===== src/rtl/run_ctrl.sv =====
// -----------------------------------------------------------------------------
// run_ctrl
//
// Run controller placed between the clock/reset source and the CPU under test.
// It synchronises the release of the external reset, keeps the CPU in reset
// for a fixed number of further cycles, then lets the CPU run while counting
// cycles. The run ends either when the CPU signals halt or when the cycle
// budget is used up. The end states are sticky until the next reset, so the
// bench can stop the run cleanly.
//
// Parameters
//   HOLD_CYCLES  cycles cpu_reset_n is held low after synchronised release (>=1)
//   MAX_CYCLES   run-cycle budget before timeout (>=1)
//   CNT_W        width of cycle_count; 2**CNT_W must exceed MAX_CYCLES
//
// Ports
//   clk          in   system clock, rising edge
//   reset        in   asynchronous active-low reset (0 = in reset)
//   halt         in   CPU halt indication, only looked at while running
//   cpu_reset_n  out  registered active-low CPU reset; async assert, sync release
//   running      out  1 while the CPU is running
//   halted       out  1 once the CPU has halted (sticky until reset)
//   timed_out    out  1 once the cycle budget is exhausted (sticky until reset)
//   done         out  halted | timed_out
//   cycle_count  out  number of clock edges taken while running
// -----------------------------------------------------------------------------
module run_ctrl #(
    parameter int HOLD_CYCLES = 4,
    parameter int MAX_CYCLES  = 10000,
    parameter int CNT_W       = 32
) (
    input  logic             clk,
    input  logic             reset,
    input  logic             halt,
    output logic             cpu_reset_n,
    output logic             running,
    output logic             halted,
    output logic             timed_out,
    output logic             done,
    output logic [CNT_W-1:0] cycle_count
);

    // -------------------------------------------------------------------------
    // Elaboration-time parameter sanity checks
    // -------------------------------------------------------------------------
    if (HOLD_CYCLES < 1) begin : g_bad_hold
        $error("run_ctrl: HOLD_CYCLES must be at least 1");
    end
    if (MAX_CYCLES < 1) begin : g_bad_max
        $error("run_ctrl: MAX_CYCLES must be at least 1");
    end
    if ((CNT_W < 31) && (MAX_CYCLES >= (1 << CNT_W))) begin : g_bad_cnt_w
        $error("run_ctrl: CNT_W too narrow to hold MAX_CYCLES");
    end

    // -------------------------------------------------------------------------
    // Local constants
    // -------------------------------------------------------------------------
    localparam int HOLD_W = (HOLD_CYCLES > 1) ? $clog2(HOLD_CYCLES) : 1;

    localparam logic [HOLD_W-1:0] HOLD_LAST = HOLD_W'(HOLD_CYCLES - 1);
    localparam logic [HOLD_W-1:0] HOLD_ONE  = HOLD_W'(1);
    localparam logic [CNT_W-1:0]  CNT_MAX   = CNT_W'(MAX_CYCLES);
    localparam logic [CNT_W-1:0]  CNT_ONE   = CNT_W'(1);

    typedef enum logic [1:0] {
        ST_HOLD    = 2'd0,
        ST_RUN     = 2'd1,
        ST_HALTED  = 2'd2,
        ST_TIMEOUT = 2'd3
    } state_t;

    // -------------------------------------------------------------------------
    // Reset release synchroniser
    // -------------------------------------------------------------------------
    // Both flops clear asynchronously, so reset assertion reaches the rest of
    // the block without delay; only the release is retimed onto clk. A glitch
    // shorter than a cycle still clears them and restarts the whole sequence.
    logic sync_ff1;
    logic rst_sync;

    // NOTE: sequential state uses non-blocking assignments (<=) so every flop
    // samples the pre-edge value of its inputs, independent of block order.
    always_ff @(posedge clk or negedge reset) begin
        if (!reset) begin
            sync_ff1 <= 1'b0;
            rst_sync <= 1'b0;
        end else begin
            sync_ff1 <= 1'b1;
            rst_sync <= sync_ff1;
        end
    end

    // -------------------------------------------------------------------------
    // Controller state and registered outputs
    // -------------------------------------------------------------------------
    state_t             state_q,       state_d;
    logic [HOLD_W-1:0]  hold_cnt_q,    hold_cnt_d;
    logic [CNT_W-1:0]   cycle_count_q, cycle_count_d;
    logic               cpu_reset_n_q, cpu_reset_n_d;
    logic               running_q,     running_d;
    logic               halted_q,      halted_d;
    logic               timed_out_q,   timed_out_d;
    logic [CNT_W-1:0]   count_inc;

    assign count_inc = cycle_count_q + CNT_ONE;

    always_ff @(posedge clk or negedge reset) begin
        if (!reset) begin
            state_q       <= ST_HOLD;
            hold_cnt_q    <= '0;
            cycle_count_q <= '0;
            cpu_reset_n_q <= 1'b0;
            running_q     <= 1'b0;
            halted_q      <= 1'b0;
            timed_out_q   <= 1'b0;
        end else begin
            state_q       <= state_d;
            hold_cnt_q    <= hold_cnt_d;
            cycle_count_q <= cycle_count_d;
            cpu_reset_n_q <= cpu_reset_n_d;
            running_q     <= running_d;
            halted_q      <= halted_d;
            timed_out_q   <= timed_out_d;
        end
    end

    // Next-state and next-output logic. Every register holds its value unless
    // a transition below changes it; HALTED and TIMEOUT therefore freeze all
    // outputs, including cycle_count, until reset.
    always_comb begin
        // NOTE: every signal gets a default first, so no path through the
        // case statement can leave one unassigned and infer a latch.
        state_d       = state_q;
        hold_cnt_d    = hold_cnt_q;
        cycle_count_d = cycle_count_q;
        cpu_reset_n_d = cpu_reset_n_q;
        running_d     = running_q;
        halted_d      = halted_q;
        timed_out_d   = timed_out_q;

        case (state_q)
            ST_HOLD: begin
                // halt is deliberately ignored here: the CPU is still in reset.
                if (rst_sync) begin
                    if (hold_cnt_q == HOLD_LAST) begin
                        state_d       = ST_RUN;
                        cpu_reset_n_d = 1'b1;
                        running_d     = 1'b1;
                    end else begin
                        hold_cnt_d = hold_cnt_q + HOLD_ONE;
                    end
                end
            end

            ST_RUN: begin
                cycle_count_d = count_inc;
                // halt is checked first so it wins over budget exhaustion on
                // the same edge.
                if (halt) begin
                    state_d   = ST_HALTED;
                    halted_d  = 1'b1;
                    running_d = 1'b0;
                end else if (count_inc == CNT_MAX) begin
                    state_d     = ST_TIMEOUT;
                    timed_out_d = 1'b1;
                    running_d   = 1'b0;
                end
            end

            ST_HALTED,
            ST_TIMEOUT: begin
                // Terminal until reset; CPU stays out of reset for inspection.
            end

            default: begin
                state_d = ST_HOLD;
            end
        endcase
    end

    // -------------------------------------------------------------------------
    // Outputs
    // -------------------------------------------------------------------------
    assign cpu_reset_n = cpu_reset_n_q;
    assign running     = running_q;
    assign halted      = halted_q;
    assign timed_out   = timed_out_q;
    assign done        = halted_q | timed_out_q;
    assign cycle_count = cycle_count_q;

endmodule


===== config.mk =====
export PLATFORM = sky130hd
export DESIGN_NAME = run_ctrl
export DESIGN_NICKNAME = d
export VERILOG_FILES = /design/src/rtl/run_ctrl.sv
export SDC_FILE = /design/constraint.sdc
export NUM_CORES = 1
export LEC_CHECK = 0
export BUFFER_PORTS_ARGS = -buffer_cell sky130_fd_sc_hd__buf_2
export CORE_ASPECT_RATIO = 0.75
export CORE_MARGIN = 8
export CORE_UTILIZATION = 35
export CTS_BUF_LIST = sky130_fd_sc_hd__clkbuf_2 sky130_fd_sc_hd__clkbuf_4 sky130_fd_sc_hd__clkbuf_8
export DETAILED_ROUTE_END_ITERATION = 8
export SLEW_MARGIN = 0
export SYNTH_ARGS = -nofsm -noshare
export SYNTH_HDL_FRONTEND = slang
export SYNTH_SLANG_ARGS = --single-unit

===== constraint.sdc =====
create_clock -name clk -period 6.5 [get_ports clk]
set_input_delay 0.325 -clock clk [delete_from_list [all_inputs] [get_ports clk]]
set_output_delay 0.325 -clock clk [all_outputs]
set_load 0.01 [all_outputs]

==> results of run 1 <==
==> kinds of logic after synthesis <==
group | after synthesis | share of synthesized area
mux | 1 | 0.00478
other cells | 1 | 0.00159
simple gates | 113 | 0.261
xor+xnor | 38 | 0.141
compound gates | 30 | 0.0946
flops | 42 | 0.446
buf+inv | 20 | 0.0345
fa+ha+maj | 3 | 0.0159
==> cell usage in the layout, fill, tap and decap left out, drive strengths merged, types with 2 or more instances in the layout <==
| cell | n |
|---|---|
| xnor2 | 20 |
| dfrtp | 42 |
| nand3 | 20 |
| or2 | 2 |
| and2 | 2 |
| ha | 3 |
| clkbuf | 5 |
| nand4 | 10 |
| o21a | 2 |
| or3 | 3 |
| a21oi | 6 |
| o21ai | 3 |
| nor4 | 6 |
| nor3 | 11 |
| nand2 | 22 |
| a21o | 2 |
| or3b | 2 |
| nor2 | 19 |
| clkinv | 2 |
| inv | 5 |
| o21bai | 2 |
| buf | 39 |
| and4 | 3 |
| or4 | 3 |
| o211ai | 2 |
| nor3b | 3 |
| xor2 | 18 |
==> stage by stage <==
stage	utilization	hold slack [ps]	power, mW	cells	worst slack, ps
after floorplan	-	29.4	0.327	248	3530
after global placement	0.389	337	0.350	356	3400
after detailed placement	0.389	340	0.355	356	3260
after CTS	0.402	206	0.532	364	3250
after global routing	0.402	214	0.551	364	3080
final	0.402	171	0.522	364	3260
==> flip-flops by register name, summed over array words and instances (netlist names) <==
name and cells:
state_q 2, rst_sync 1, hold_cnt_q 2, cpu_reset_n 1, running 1, timed_out 1, halted 1, cycle_count 32
sync_ff1 1
==> worst reg2reg max path, stage by stage (launching register included) <==
cell and delay [ps]:
dfrtp_1 460, ha_1 280, nand3_2 180, or4_1 730, or4_4 600, nor3_2 160
o22ai_1 130, o41ai_2 400, o221ai_1 170
==> power by group <==
part	switching (mW)	internal (mW)	leakage, nW	total, mW
Combinational	0.0298	0.0231	0.609	0.0529
Sequential	0.0198	0.276	0.559	0.296
Clock	0.0980	0.0756	0.0441	0.174
==> path summary, 6_finish.rpt <==
path | to | slack (ps)
setup reg to reg | running | 3260
hold reg to reg | rst_sync | 360
min in group clk | state_q[0] | 220
setup / recovery | running | 3260
max in group asynchronous | cycle_count[11] | 5710
hold / removal | cycle_count[17] | 170
==> cells in the mapped netlist (2+ instances only) <==
| cell | number |
|---|---|
| dfrtp_1 | 42 |
| clkbuf_1 | 8 |
| inv_1 | 5 |
| nand3_1 | 18 |
| nor3b_1 | 3 |
| or4_1 | 2 |
| nand3_2 | 2 |
| o21ai_0 | 3 |
| o21bai_1 | 2 |
| ha_1 | 3 |
| or2_2 | 2 |
| or3_1 | 3 |
| xnor2_1 | 20 |
| xor2_1 | 18 |
| buf_1 | 2 |
| nor3_1 | 10 |
| and4_1 | 3 |
| and2_1 | 2 |
| nor4_1 | 6 |
| or3b_2 | 2 |
| nor2_1 | 19 |
| buf_2 | 4 |
| a21oi_1 | 6 |
| nand4_1 | 10 |
| nand2_1 | 22 |
| a21o_1 | 2 |
| o21a_1 | 2 |
| o211ai_1 | 2 |
==> metal layers <==
| metal | vias up | track usage | share of wire |
|---|---|---|---|
| met5 | - | 0 | 0 |
| met3 | 5 | 0.0420 | 0.069 |
| met1 | 911 | 0.163 | 0.51 |
| li1 | 943 | - | - |
| met4 | 0 | 0.0330 | 0.0081 |
| met2 | 53 | 0.165 | 0.41 |
==> final cells by class <==
cell class | instances | area [um^2]
Timing Repair Buffer | 39 | 195
Multi-Input combinational cell | 186 | 1220
Sequential cell | 42 | 1050
Fill cell | 691 | 3990
Clock inverter | 3 | 21.3
Inverter | 5 | 18.8
Clock buffer | 5 | 68.8
Tap cell | 84 | 105
==> impl_metrics.py, run 1 <==
metrics = {
    "clock_network": {
        "clkTransAtPathRegs_ps": 90,
        "cts_buffer_depth": 2,
        "clockRootBuffer": "clkbuf_8",
        "cts.sink_count": 42,
        "insertion_delay_ps": 300,
        "htreeDepth": 2,
        "cts_buffers": 5,
        "cts_resized": 0,
        "postCtsSetupBuffers": 0,
        "ctsHoldBuffers": 0,
        "cts_tree": "built",
    },
    "timing": {
        "fmax_mhz": 308,
        "min_period_ps": 3240,
        "slew_headroom": 0.349,
        "period_share": 0.499,
        "finalHoldViolations": 0,
        "setup_viol": 0,
        "tns_ps": 0,
        "clock_skew_ps": 8.65,
        "grt_setup_unrepaired": "no",
        "worst_pin_slew_ps": 976,
        "drv_slew": 0,
    },
    "critical_path": {
        "crit_buf_inv": 0,
        "cpMaxStageDelayCell": "or4_1",
        "r2r-start": "cycle_count[0]",
        "start_kind": "flop",
        "endpoint_kind": "flop",
        "cp_max_fo": 8,
        "crit_arrival_ps": 3410,
        "reg2reg_depth": 8,
        "worstPathRequired_ps": 6670,
        "critical_path.max_stage_delay_ps": 730,
        "crit_start": "cycle_count[0]",
        "path_depth": 8,
        "path_cells": "ha_1, nand3_2, or4_1, or4_4, nor3_2, o22ai_1, o41ai_2, o221ai_1",
        "critPathTopFamily": "simple AND/OR/NAND/NOR gates",
        "worst-setup-path-type": "reg2reg",
    },
    "floorplan": {
        "fp.dieH_um": 87.0,
        "io_pins": 40,
        "core_um2": 6670,
        "fp-row-count": 26,
        "die_width_um": 111,
        "start_util": 0.353,
        "die_area_um2": 9640,
    },
    "place": {
        "gp_congestion": 0.832,
        "placed_cell_area_um2": 2590,
        "place.detailed.hpwl_um": 4180,
        "port_buffers": 39,
    },
    "drt": {
        "drc": 0,
        "antenna_left": 0,
        "first_iter_violations": 85,
        "vias_per_cell": 5.25,
        "wl_um": 5650,
        "wire_per_inst_um": 15.5,
        "vias": 1912,
        "drtPass1Iterations": 4,
    },
    "global_route": {
        "grt_overflow": 0,
        "grt_max_degree": 43,
        "grt_pass1_vias": 1751,
        "grtUsageTotal": 0.117,
        "grt_antenna_before_repair": 0,
        "grt_pass1_wl_um": 9160,
    },
    "final_layout": {
        "fin_nets": 285,
        "area_delta_synth_final_pct": 13.9,
        "drive_gt1_frac": 0.211,
        "antenna_cells": 0,
        "final_cell_area_um2": 2680,
    },
    "min_path": {
        "min_path_type": "in2async",
    },
    "power": {
        "max-vdd-ir-drop_mv": 0.127,
        "cellPowerDensity_nw_per_um2": 195,
        "p_leak_nw": 1.21,
    },
    "synth": {
        "synth_edf_count": 0,
        "yosys_warnings": 0,
        "synthesis.nets": 254,
        "postSynthCellCount": 248,
        "syn_area_um2": 2350,
        "synthArstFlopShare": 1.00,
        "yosysTopAreaCell": "dfrtp_1",
        "ys_ff_latch": 42,
        "synth-main-ff-cell": "dfrtp_1",
        "yosys-top-cells-area": "dfrtp_1 (45%), xnor2_1 (7.4%), xor2_1 (6.7%), nand3_1 (3.8%), nand2_1 (3.5%)",
        "synth.distinct_cells": 53,
        "syn_avg_cell_area_um2": 9.49,
        "synth-seq-area-share": 0.446,
        "yosysTopAreaCellShare": 0.446,
    },
    "status": {
        "status": "completed",
    },
    "job": {
        "maxCapViolCount": 0,
    },
}
Power figures use the tool's default switching activity.
==> inputs of run 2 (changes only) <==
==> constraint.sdc (replaced) <==
create_clock -name clk -period 3.02 [get_ports clk]
set_input_delay 0.151 -clock clk [delete_from_list [all_inputs] [get_ports clk]]
set_output_delay 0.151 -clock clk [all_outputs]
set_load 0.01 [all_outputs]
==> impl_metrics.py, run 2 (synthesis gave the netlist of run 1 again) <==
metrics = {
    "drt": {
        "drc": 0,
        "antenna_left": 0,
        "wire_per_inst_um": 15.7,
        "vias": 2001,
        "first_iter_violations": 86,
        "vias_per_cell": 5.28,
        "wl_um": 5940,
        "drtPass1Iterations": 4,
    },
    "clock_network": {
        "htreeDepth": 2,
        "cts_buffer_depth": 2,
        "cts_buffers": 5,
        "clkTransAtPathRegs_ps": 90,
        "insertion_delay_ps": 310,
        "postCtsSetupBuffers": 0,
        "cts_tree": "built",
        "cts_resized": 0,
        "clockRootBuffer": "clkbuf_8",
        "cts.sink_count": 42,
        "ctsHoldBuffers": 0,
    },
    "final_layout": {
        "antenna_cells": 0,
        "area_delta_synth_final_pct": 18.9,
        "utilization": 0.420,
        "fin_nets": 300,
        "largest_reg_flops": 32,
        "final_cell_mix": "dfrtp_1 (42), buf_2 (39), nand2_1 (22), xnor2_1 (20), nor2_1 (19)",
        "drive_gt1_frac": 0.251,
        "multiInputGateArea_um2": 1220,
        "regArea_um2": 1050,
        "nFillCells": 655,
        "final_common_cell": "dfrtp_1",
    },
    "global_route": {
        "grt_pass1_vias": 2020,
        "grt_antenna_before_repair": 0,
        "grt_pass1_wl_um": 10000,
        "grt_max_degree": 43,
        "grt_overflow": 0,
        "grtUsageTotal": 0.127,
    },
    "timing": {
        "finalHoldViolations": 42,
        "drv_slew": 0,
        "fmax_mhz": 351,
        "slew_headroom": 0.392,
        "setup_viol": 0,
        "worst_pin_slew_ps": 912,
        "period_share": 0.944,
        "tns_ps": 0,
        "clock_skew_ps": 11.9,
        "min_period_ps": 2850,
        "grt_setup_unrepaired": "no",
        "holdWs_ps": -28.3,
    },
    "place": {
        "port_buffers": 39,
        "gp_congestion": 0.824,
        "place.detailed.hpwl_um": 4480,
    },
    "critical_path": {
        "timing.rr.end": "running",
        "start_kind": "flop",
        "reg2reg_depth": 8,
        "crit_arrival_ps": 3030,
        "worstPathRequired_ps": 3200,
        "worst-setup-path-type": "reg2reg",
        "critical_path.max_stage_delay_ps": 570,
        "cp_max_fo": 4,
        "endpoint_kind": "flop",
        "cpMaxStageDelayCell": "or4_1",
        "path_cells": "ha_1, nand3_2, or4_1, or4_4, nor3_2, o22ai_1, o41ai_2, o221ai_1",
        "reg2reg_slack_ps": 170,
        "r2r-start": "cycle_count[0]",
    },
    "power": {
        "p_leak_nw": 1.29,
        "max-vdd-ir-drop_mv": 0.223,
        "cellPowerDensity_nw_per_um2": 411,
    },
    "status": {
        "status": "complete, but fails checks",
        "violations": "hold timing",
    },
    "floorplan": {
        "fp-row-count": 26,
        "io_pins": 40,
        "fp.dieH_um": 87.0,
        "die_area_um2": 9640,
        "core_um2": 6670,
        "start_util": 0.353,
        "die_width_um": 111,
    },
    "job": {
        "maxCapViolCount": 0,
    },
    "min_path": {
        "min_path_type": "in2async",
    },
}
## run 2: changes by cell type in the layout (fill, tap and decap cells not counted)
| cell | before | now |
|---|---|---|
| buf_4 | 0 | 15 |
| clkinv_2 | 1 | 0 |
| inv_6 | 0 | 1 |
## run 2: layout make-up
type,count,share of cell area
inverter,5,0.00671
sequential,42,0.376
tap,84,0.0376
timing repair buffer,54,0.110
clock buffer,5,0.0246
multi-input combinational,186,0.437
clock inverter,3,0.00894
## run 2: worst max path at each step
stage,start,to,depth (start not counted)
3_3_place_gp,cycle_count[0],running,8
6_report,cycle_count[0],running,8
2_1_floorplan,cycle_count[0],running,9
5_1_grt,cycle_count[0],running,8
4_1_cts,cycle_count[0],running,8
3_5_place_dp,cycle_count[0],running,8
## run 2: per-layer routing
| layer | track usage | routed length [um] | up-vias |
|---|---|---|---|
| met2 | 0.179 | 2460 | 49 |
| met3 | 0.0379 | 376 | 8 |
| met4 | 0.0403 | 68 | 0 |
| li1 | - | - | 973 |
| met1 | 0.179 | 3040 | 971 |
| met5 | 0 | 0 | - |
## run 2: power by group
| part | internal [mW] | leakage [nW] | switching [mW] | total (mW) |
|---|---|---|---|---|
| sequential | 0.594 | 0.559 | 0.0220 | 0.616 |
| clock | 0.167 | 0.0447 | 0.217 | 0.384 |
| combinational | 0.0672 | 0.683 | 0.0841 | 0.151 |
| total | 0.829 | 1.29 | 0.323 | 1.15 |
## run 2: metrics by stage
stage / cell area (um^2) / power, mW / cells / hold slack (ps) / setup WS, ps
after floorplan: 2350 / 0.703 / 248 / -145 / 48.9
after global placement: 2710 / 0.778 / 371 / 337 / 262
after detailed placement: 2710 / 0.782 / 371 / 344 / 178
after CTS: 2800 / 1.17 / 379 / 17.8 / 178
after global routing: 2800 / 1.23 / 379 / 48.3 / 5.35
final: 2800 / 1.15 / 379 / -28.3 / 168
## run 2: critical path, delay by kind of cell (launching register included)
kind,cells,cell delay (ps)
AO/OA/AOI/OAI,3,720
flip-flops,1,370
AND/OR/NAND/NOR,4,1410
adder cells (fa/ha/maj),1,230
==> inputs of run 3 (changes only) <==
--- a/config.mk
+++ b/config.mk
@@ -6,11 +6,14 @@
 export NUM_CORES = 1
 export LEC_CHECK = 0
 export BUFFER_PORTS_ARGS = -buffer_cell sky130_fd_sc_hd__buf_2
+export CELL_PAD_IN_SITES_DETAIL_PLACEMENT = 1
+export CELL_PAD_IN_SITES_GLOBAL_PLACEMENT = 1
 export CORE_ASPECT_RATIO = 0.75
 export CORE_MARGIN = 8
 export CORE_UTILIZATION = 35
 export CTS_BUF_LIST = sky130_fd_sc_hd__clkbuf_2 sky130_fd_sc_hd__clkbuf_4 sky130_fd_sc_hd__clkbuf_8
 export DETAILED_ROUTE_END_ITERATION = 8
+export PLACE_DENSITY_LB_ADDON = 0.1
 export SLEW_MARGIN = 0
 export SYNTH_ARGS = -nofsm -noshare
 export SYNTH_HDL_FRONTEND = slang
==> constraint.sdc (replaced) <==
create_clock -name clk -period 3.02 [get_ports clk]
set_input_delay 0.604 -clock clk [delete_from_list [all_inputs] [get_ports clk]]
set_output_delay 0.604 -clock clk [all_outputs]
set_load 0.01 [all_outputs]
==> impl_metrics.py, run 3 (synthesis gave the netlist of run 1 again) <==
metrics = {
    "global_route": {
        "grt_overflow": 0,
        "grt_pass1_wl_um": 11200,
        "grt_max_degree": 43,
        "grt_pass1_vias": 2055,
        "grt_antenna_before_repair": 0,
        "grtUsageTotal": 0.143,
    },
    "critical_path": {
        "crit_arrival_ps": 3020,
        "critical_path.max_stage_delay_ps": 530,
        "critPathTopFamily": "simple AND/OR/NAND/NOR gates",
        "endpoint_kind": "flop",
        "worstPathRequired_ps": 3190,
        "cpMaxStageDelayCell": "or4_1",
        "cp_max_fo": 5,
        "crit_buf_inv": 0,
        "start_kind": "flop",
        "path_cells": "ha_1, nand3_2, or3_1, or4_1, a311oi_1, nand4_1, o41ai_2, o221ai_1",
        "worst-setup-path-type": "reg2reg",
    },
    "floorplan": {
        "die_width_um": 111,
        "core_um2": 6670,
        "start_util": 0.353,
        "die_area_um2": 9640,
        "fp-row-count": 26,
        "fp.dieH_um": 87.0,
        "io_pins": 40,
    },
    "drt": {
        "vias": 2007,
        "drtPass1Iterations": 4,
        "wire_per_inst_um": 17.5,
        "first_iter_violations": 127,
        "wl_um": 6670,
        "drc": 0,
        "antenna_left": 0,
        "vias_per_cell": 5.25,
    },
    "clock_network": {
        "cts_resized": 0,
        "insertion_delay_ps": 300,
        "ctsHoldBuffers": 0,
        "cts_tree": "built",
        "clkTransAtPathRegs_ps": 100,
        "postCtsSetupBuffers": 0,
        "cts_buffer_depth": 2,
        "cts.sink_count": 42,
        "htreeDepth": 2,
        "clockRootBuffer": "clkbuf_8",
        "cts_buffers": 5,
    },
    "min_path": {
        "min_path_type": "reg2reg",
    },
    "power": {
        "max-vdd-ir-drop_mv": 0.304,
        "cellPowerDensity_nw_per_um2": 411,
        "p_leak_nw": 1.30,
    },
    "timing": {
        "period_share": 0.941,
        "holdWs_ps": 365,
        "worst_pin_slew_ps": 973,
        "drv_slew": 0,
        "fmax_mhz": 352,
        "finalHoldViolations": 0,
        "min_period_ps": 2840,
        "grt_setup_unrepaired": "no",
        "setup_viol": 0,
        "tns_ps": 0,
        "clock_skew_ps": 10.1,
        "slew_headroom": 0.352,
    },
    "final_layout": {
        "utilization": 0.423,
        "largest_reg_flops": 32,
        "final_cell_mix": "dfrtp_1 (42), buf_2 (39), nand2_1 (22), xnor2_1 (20), nor2_1 (19)",
        "fin_nets": 303,
        "drive_gt1_frac": 0.258,
        "final_common_cell": "dfrtp_1",
        "area_delta_synth_final_pct": 19.7,
        "antenna_cells": 0,
    },
    "job": {
        "maxCapViolCount": 0,
    },
    "place": {
        "gp_congestion": 0.827,
        "place.detailed.hpwl_um": 4970,
        "port_buffers": 39,
    },
    "status": {
        "status": "completed",
    },
}
==> run 3: worst register-to-register path, delay by kind of cell, from the launching register on <==
| kind | cells | cell delay [ps] |
|---|---|---|
| flip-flops | 1 | 360 |
| AO/OA/AOI/OAI | 3 | 850 |
| adder cells (fa/ha/maj) | 1 | 230 |
| AND/OR/NAND/NOR | 4 | 1280 |
==> run 3: where the power goes <==
group | internal [mW] | total [mW] | switching, mW
clock network | 0.163 | 0.382 | 0.219
logic | 0.0679 | 0.158 | 0.0903
registers | 0.594 | 0.617 | 0.0223
total | 0.825 | 1.16 | 0.332
==> run 3: metal layers <==
metal / track usage / wire length [um]
met5: 0 / 0
met4: 0.0367 / 63
met3: 0.0379 / 333
met2: 0.205 / 2780
met1: 0.205 / 3500
==> run 3: layout make-up <==
class	count	area (um^2)
Tap cell	84	105
Multi-Input combinational cell	186	1220
Timing Repair Buffer	57	330
Clock buffer	5	68.8
Sequential cell	42	1050
Clock inverter	3	21.3
Inverter	5	18.8
Fill cell	783	3850
==> run 3: stage by stage <==
step	worst slack, ps	std cells	instance area, um^2	total power [mW]
after global placement	247	374	2730	0.787
final	177	382	2820	1.16
after floorplan	48.9	248	2350	0.703
after detailed placement	170	374	2730	0.789
after CTS	156	382	2820	1.17
after global routing	14.4	382	2820	1.22
==> run 3: final timing paths <==
check	to	startpoint	slack [ps]	depth (start not counted)
min reg2reg	rst_sync	sync_ff1	370	0
max in group asynchronous	cycle_count[20]	reset	1960	1
min	rst_sync	sync_ff1	370	0
max	running	cycle_count[0]	180	8
max reg2reg	running	cycle_count[0]	180	8
min in group asynchronous	cycle_count[5]	reset	450	1
